[src/rtl/digit_scan_ctrl.sv]
// digit_scan_ctrl: time-multiplexes DIGITS BCD digits onto one shared
// registered 7-segment decoder. Each digit slot starts with an all-off
// blanking window, leading zeros can be suppressed, and new digit values
// only reach the displayed (shadow) register on a frame boundary.
//
// Handshake: load is a single-cycle strobe with no back-pressure; every
// load is accepted into the pending register (latest wins). load_ack is a
// single-cycle pulse, asserted combinationally in the cycle whose rising
// edge copies a value into the shadow register.
module digit_scan_ctrl #(
  parameter int DIGITS    = 4,
  parameter int SCAN_DIV  = 50000,
  parameter int BLANK_CYC = 16,
  parameter int LZ_BLANK  = 1
) (
  input  logic                  clk,
  input  logic                  rst,
  input  logic                  en,
  input  logic [4*DIGITS-1:0]   digits_in,
  input  logic                  load,
  output logic                  load_ack,
  output logic [3:0]            number,
  output logic [DIGITS-1:0]     digit_sel,
  output logic                  frame_done,
  output logic [1:0]            dbg_state
);

  localparam int CW = (SCAN_DIV > 1) ? $clog2(SCAN_DIV) : 1;
  localparam int IW = (DIGITS > 1) ? $clog2(DIGITS) : 1;
  localparam logic [CW-1:0] CNT_LAST = CW'(SCAN_DIV - 1);
  localparam logic [CW-1:0] BLK_LAST = CW'(BLANK_CYC - 1);
  localparam logic [IW-1:0] IDX_LAST = IW'(DIGITS - 1);

  typedef enum logic [1:0] {
    S_IDLE  = 2'd0,
    S_BLANK = 2'd1,
    S_SHOW  = 2'd2
  } state_t;

  state_t              r_state, w_state_next;
  logic [CW-1:0]       r_cnt, w_cnt_next;
  logic [IW-1:0]       r_idx, w_idx_next;
  logic [4*DIGITS-1:0] r_pending;
  logic [4*DIGITS-1:0] r_shadow, w_shadow_next;
  logic                r_pend_flag, w_pend_flag_next;
  logic [3:0]          r_number, w_number_next;
  logic [DIGITS-1:0]   r_digit_sel, w_sel_next;
  logic                w_wrap;
  logic                w_commit;
  logic                w_ack;

  // A digit above position 0 is dark when it and every more significant
  // digit are zero; codes 10..15 count as nonzero.
  function automatic logic f_blanked(input logic [4*DIGITS-1:0] sh,
                                     input logic [IW-1:0] k);
    logic upper_zero;
    upper_zero = 1'b1;
    for (int j = 0; j < DIGITS; j++) begin
      if (j >= int'(k) && sh[4*j +: 4] != 4'h0) upper_zero = 1'b0;
    end
    return (LZ_BLANK != 0) && (k != '0) && upper_zero;
  endfunction

  function automatic logic [3:0] f_digit(input logic [4*DIGITS-1:0] sh,
                                         input logic [IW-1:0] k);
    return sh[4*int'(k) +: 4];
  endfunction

  // Next-state, slot counters, shadow commit and decoder/enable values.
  always_comb begin
    w_state_next     = r_state;
    w_cnt_next       = r_cnt;
    w_idx_next       = r_idx;
    w_wrap           = 1'b0;
    w_commit         = 1'b0;
    w_shadow_next    = r_shadow;
    w_pend_flag_next = r_pend_flag;
    w_ack            = 1'b0;

    if (!en) begin
      w_state_next = S_IDLE;
      w_cnt_next   = '0;
      w_idx_next   = '0;
    end else begin
      case (r_state)
        S_IDLE: begin
          w_state_next = S_BLANK;
          w_cnt_next   = '0;
          w_idx_next   = '0;
          w_commit     = 1'b1;
        end
        S_BLANK: begin
          w_cnt_next = r_cnt + 1'b1;
          if (r_cnt == BLK_LAST) w_state_next = S_SHOW;
        end
        S_SHOW: begin
          if (r_cnt == CNT_LAST) begin
            w_cnt_next   = '0;
            w_state_next = S_BLANK;
            if (r_idx == IDX_LAST) begin
              w_idx_next = '0;
              w_wrap     = 1'b1;
              w_commit   = 1'b1;
            end else begin
              w_idx_next = r_idx + 1'b1;
            end
          end else begin
            w_cnt_next = r_cnt + 1'b1;
          end
        end
        default: begin
          w_state_next = S_IDLE;
          w_cnt_next   = '0;
          w_idx_next   = '0;
        end
      endcase
    end

    // A load landing on a commit point bypasses pending entirely.
    if (w_commit && load) begin
      w_shadow_next    = digits_in;
      w_pend_flag_next = 1'b0;
      w_ack            = 1'b1;
    end else if (w_commit && r_pend_flag) begin
      w_shadow_next    = r_pending;
      w_pend_flag_next = 1'b0;
      w_ack            = 1'b1;
    end else if (load) begin
      w_pend_flag_next = 1'b1;
    end

    // number follows the state being entered; digit_sel follows the state
    // being left, which lines it up with the decoder's extra register stage.
    if (w_state_next == S_SHOW && !f_blanked(w_shadow_next, w_idx_next))
      w_number_next = f_digit(w_shadow_next, w_idx_next);
    else
      w_number_next = 4'hF;

    if (r_state == S_SHOW && !f_blanked(r_shadow, r_idx))
      w_sel_next = ~(DIGITS'(1) << r_idx);
    else
      w_sel_next = '1;
  end

  // Scan FSM state and slot/digit counters.
  always_ff @(posedge clk or posedge rst) begin
    if (rst) begin
      r_state <= S_IDLE;
      r_cnt   <= '0;
      r_idx   <= '0;
    end else begin
      r_state <= w_state_next;
      r_cnt   <= w_cnt_next;
      r_idx   <= w_idx_next;
    end
  end

  // Pending/shadow digit storage.
  always_ff @(posedge clk or posedge rst) begin
    if (rst) begin
      r_pending   <= '0;
      r_pend_flag <= 1'b0;
      r_shadow    <= '0;
    end else begin
      if (load) r_pending <= digits_in;
      r_pend_flag <= w_pend_flag_next;
      r_shadow    <= w_shadow_next;
    end
  end

  // Registered decoder input and digit enables.
  always_ff @(posedge clk or posedge rst) begin
    if (rst) begin
      r_number    <= 4'hF;
      r_digit_sel <= '1;
    end else begin
      r_number    <= w_number_next;
      r_digit_sel <= w_sel_next;
    end
  end

  assign number     = r_number;
  assign digit_sel  = r_digit_sel;
  assign load_ack   = w_ack & ~rst;
  assign frame_done = w_wrap & ~rst;
  assign dbg_state  = r_state;

endmodule

[config.mk]
export PLATFORM = sky130hd
export DESIGN_NAME = digit_scan_ctrl
export DESIGN_NICKNAME = d
export VERILOG_FILES = /design/src/rtl/digit_scan_ctrl.sv
export SDC_FILE = /design/constraint.sdc
export NUM_CORES = 1
export LEC_CHECK = 0
export BUFFER_PORTS_ARGS = -buffer_cell sky130_fd_sc_hd__buf_2
export CORE_MARGIN = 4
export CORE_UTILIZATION = 55
export CTS_BUF_LIST = sky130_fd_sc_hd__clkbuf_8
export DETAILED_ROUTE_END_ITERATION = 10
export MAX_ROUTING_LAYER = met4
export PLACE_DENSITY_LB_ADDON = 0.15
export SLEW_MARGIN = 30
export SYNTH_ARGS = -nofsm -noshare
export SYNTH_HDL_FRONTEND = slang
export SYNTH_SLANG_ARGS = --single-unit
[constraint.sdc]
create_clock -name clk -period 4.2 [get_ports clk]
set_input_delay 1.26 -clock clk [delete_from_list [all_inputs] [get_ports clk]]
set_output_delay 1.26 -clock clk [all_outputs]
set_load 0.03 [all_outputs]
[Word-level counts from Yosys, hierarchy flattened]
Cells that the tools add are included.
Operators by class
  $add $sub $neg: 2
  magnitude comparators: 6
  eq/ne operators: 6
  shift-type cells: 2
  muxes and demuxes: 34
  bitwise gates (word level): 4
  reductions and logical operators: 26
Operators with widths (number)
  $mux W16: 4
  $pmux W16 S2: 1
  $reduce_bool A4 Y1: 8
  $mux W1: 18
  $add A16 B1 Y16 const B: 1
  $eq A16 B16 Y1 const B: 1
  $eq A16 B4 Y1 const B: 1
  $shiftx A16 B5 Y4: 1
  $logic_and A1 B1 Y1: 12
  $mux W2: 6
  $ge A1 B2 Y1 const A: 4
  $mux W4: 2
  $eq A2 B2 Y1 const B: 3
  $pmux W2 S3: 1
  $ge A2 B2 Y1 const A: 2
  $not A4 Y4: 1
  $pmux W2 S2: 1
  $reduce_bool A2 Y1: 2
  $shl A1 B2 Y4 const A: 1
  $reduce_bool A3 Y1: 1
  $add A2 B1 Y2 const B: 1
  $and A1 B1 Y1: 2
  $eq A2 B1 Y1 const B: 1
  $logic_not A1 Y1: 2
  other kinds (3): 3
Word-level totals
  flip-flop bits (word level): 61
  bits of input ports: 20
  output and inout bits: 12
  logic and storage cells: 88

[Logic depth before layout (Yosys ltp)]
  depth after elaboration: 18
  depth in mapped cells: 12
  mapped depth without buffers: 10

[Least setup slack after synthesis]
OpenSTA, ideal clock, no wires.
  path type: input-to-output
  start point: input load
  end point: output load_ack
  arrival: 2913 ps
  data required time: 2940 ps
  slack: 27 ps
  cell stages on the path: 5
  path buffers: 3
  path through: clkbuf_1 > clkbuf_1 > buf_1 > nor2_1 > nor3_1
Between the ends
  longest elaborated chain between the ends: 3
RTL lines
  start: declaration: line 20  | input logic load,
  $logic_and A1 B1 Y1: line 120  | if (w_commit && load) begin
  $mux W1: line 120
  $and A1 B1 Y1: line 184  | assign load_ack = w_ack & ~rst;
  end: declaration: line 21  | output logic load_ack,
Every way passes these cells.

[Final worst setup path]
  start point: input en
  end point: output load_ack
Between the ends
  longest elaborated chain between the ends: 5
  elaborated cells on any way between the ends: 6
  those cells by class: mux: 3; bitwise: 1; reduce/logical: 2
RTL lines
  start: declaration: line 18  | input logic en,
  $mux W1 (*): line 80  | if (!en) begin
  $logic_and A1 B1 Y1: line 124  | end else if (w_commit && r_pend_flag) begin
  $mux W1: line 124
  $mux W1 (*): line 120
  $and A1 B1 Y1 (*): line 184
Every way passes the cells marked *; elsewhere a longest branch is shown, timed or not.

==> impl_metrics.yaml <==
place:
  dpl.hpwl_mm: 5.41
  dp.cells: 481
  placed_area_um2: 3710
  io_buffers: 31
  gp_congestion: 0.826
sta:
  tns_ns: 0
  rsz0062_at_grt: "no"
  fin_crit_ns: 3.71
  worst_slew_pin_slew_ns: 0.664
  hold_viol: 0
  slew-limit-headroom: 0.557
  whs_ns: 0.462
  finalCritPeriodShare: 0.882
  finalSetupViolations: 0
  fin_skew_ns: 0.00958
  drv_slew: 0
  fmax_mhz: 270
drt:
  dr_wl_met2_mm: 3.43
  first_pass_iters: 5
  drt-met1-wl_mm: 3.57
  ant_nets: 0
  wl_met3_um: 329
  drtIter0Drc: 138
  viasPerCell: 5.74
  drt-total-wl_mm: 7.45
  vias: 2853
  drc: 0
  wl_per_cell_um: 15.0
  top_layer_used: "met4"
run_status:
  status: "finished, final reports clean"
layout:
  layout_common_cells: "53 x dfrtp_1, 35 x nand2_1, 35 x nor2_1"
  postLayoutCellArea_um2: 3940
  layout_commonest_cell: "dfrtp_1"
  drive_gt1_frac: 0.197
  fillCellCount: 514
  multi_input_area_um2: 1760
  nNetsFinal: 446
  final_cell_count_no_fill: 497
  antenna_cells: 0
  final-seq-area_um2: 1540
  area_growth_pct: 13.3
clock_tree:
  post-cts-setup-buffer-count: 0
  cts_max_level: 3
  cts.clk_slew.worst_paths_ns: 0.08
  cts_tree: "done"
  insertion_delay_ns: 0.33
  clk_path_buf_depth: 2
  root_buffer: "clkbuf_8"
  cts_hold_buf: 0
  cts_buffers: 9
  ctsResizeCount: 0
  clkSinkCount: 61
floorplan:
  core_area_um2: 6030
  initial_core_util: 0.577
  dieWidth_um: 87.5
  die_h_um: 87.5
  dieArea_um2: 7660
  num_io_pins: 32
  rows: 28
grt:
  grt_pass1_wl_mm: 12.8
  grt_use_total: 0.218
  grt_pass1_vias: 2793
  grt_max_degree: 40
  antenna_found_initial: 0
  grt_overflow: 0
synthesis:
  synth_cell_types: 53
  avgSynthCellArea_um2: 9.03
  ys.flop_type: "dfrtp_1"
  ys_ff_latch: 61
  syn_nets: 414
  synth_edf_count: 0
  syn_area_um2: 3480
  ys_warn_count: 0
  async_flop_share: 1.00
  ys_seq_area_frac: 0.442
  synth_cells: 385
job:
  max_cap_viol_count: 0
hold_path:
  whs_path_depth: 1
  hold_start: "r_cnt[0]"
  hp-class: "reg2reg"
  holdPathEnd: "r_cnt[0]"
worst_setup_path:
  cp.required_ns: 2.94
  r2r_end: "number[3]"
  regToRegSetupSlack_ns: 1.23
  crit_type: "in2out"
  startpoint_type: "input port"
  r2r_cells: 9
  regToRegStartpoint: "dbg_state[0]"
  end_kind: "primary output"
  path_max_fanout: 7
  cp.arrival_ns: 2.45
power_and_ir_drop:
  peakVddDrop_mv: 0.247
  p_leak_nw: 1.69
  p_per_area_nw_per_um2: 380
## report_power, final
group          internal (mW)  switching [mW]  total, mW
combinational          0.100           0.141      0.242
sequential             0.637          0.0377      0.675
clock                  0.336           0.243      0.579
total                   1.07           0.422       1.50
## per-stage QoR
| step | setup WS [ns] | util | total power [mW] |
|---|---|---|---|
| 5_1_grt | 0.370 | 0.654 | 1.57 |
| 2_1_floorplan | 0.0269 | - | 0.856 |
| 4_1_cts | 0.471 | 0.654 | 1.50 |
| 3_5_place_dp | 0.480 | 0.616 | 0.926 |
| 3_3_place_gp | 0.464 | 0.616 | 0.919 |
| 6_report | 0.494 | 0.654 | 1.50 |
## how the worst max path moves through the flow
stage,startpoint,to,slack [ns],cells after the start
final,en,load_ack,0.49,6
after global routing,en,load_ack,0.37,6
after CTS,en,load_ack,0.47,6
after detailed placement,en,load_ack,0.48,6
after global placement,en,load_ack,0.46,6
after floorplan,load,load_ack,0.03,5
## kinds of logic (layout without fill, tap and decap cells)
kind of cell	count (synthesis)	count (layout)	synth area share
AO/OA/AOI/OAI	103	103	0.190
XOR/XNOR	14	14	0.0353
adder cells (fa/ha/maj)	9	9	0.0324
buffers and inverters	46	83	0.0536
flip-flops	61	61	0.442
multiplexers	10	10	0.0295
AND/OR/NAND/NOR	142	142	0.217
## metal layers
layer  track usage  vias to the layer above
met3        0.0331                       16
li1              -                     1424
met4        0.0934                        0
met1         0.281                     1331
met2         0.342                       82
met5             -                        -
## state kept, by name, indices dropped and copies added (netlist names)
name         cells
r_pend_flag      1
r_cnt           16
dbg_state        2
digit_sel        4
number           4
r_pending       16
r_shadow        16
r_idx            2
## cell type report
class	instances	area share
Timing Repair Buffer	41	0.0584
Multi-Input combinational cell	278	0.446
Clock inverter	7	0.0254
Tap cell	75	0.0238
Sequential cell	61	0.390
Clock buffer	9	0.0314
Inverter	26	0.0248
## cells in the mapped netlist (4+ instances only)
library cell | number | area, um2
a211o_1 | 6 | 52.6
a21oi_1 | 17 | 85.1
a311oi_1 | 4 | 35.0
a31oi_1 | 9 | 56.3
and3_1 | 6 | 37.5
clkbuf_1 | 15 | 56.3
dfrtp_1 | 53 | 1330
dfstp_2 | 8 | 210
ha_1 | 9 | 113
inv_1 | 26 | 97.6
mux2i_1 | 8 | 80.1
nand2_1 | 35 | 131
nand2b_1 | 9 | 56.3
nand3_1 | 20 | 100
nor2_1 | 35 | 131
nor2b_1 | 12 | 75.1
o2111ai_1 | 4 | 35.0
o211ai_1 | 5 | 37.5
o21a_1 | 4 | 30.0
o21ai_0 | 29 | 145
o22ai_1 | 12 | 75.1
xnor2_1 | 6 | 52.6
xor2_1 | 8 | 70.1
## worst max-delay path, stage by stage
cell and delay [ns]:
buf_2 0.14, nand4_1 0.12, nor3_2 0.37, a21oi_1 0.16, nor3_1 0.16, buf_2 0.23
No activity file was read; power rests on OpenSTA's default activity.
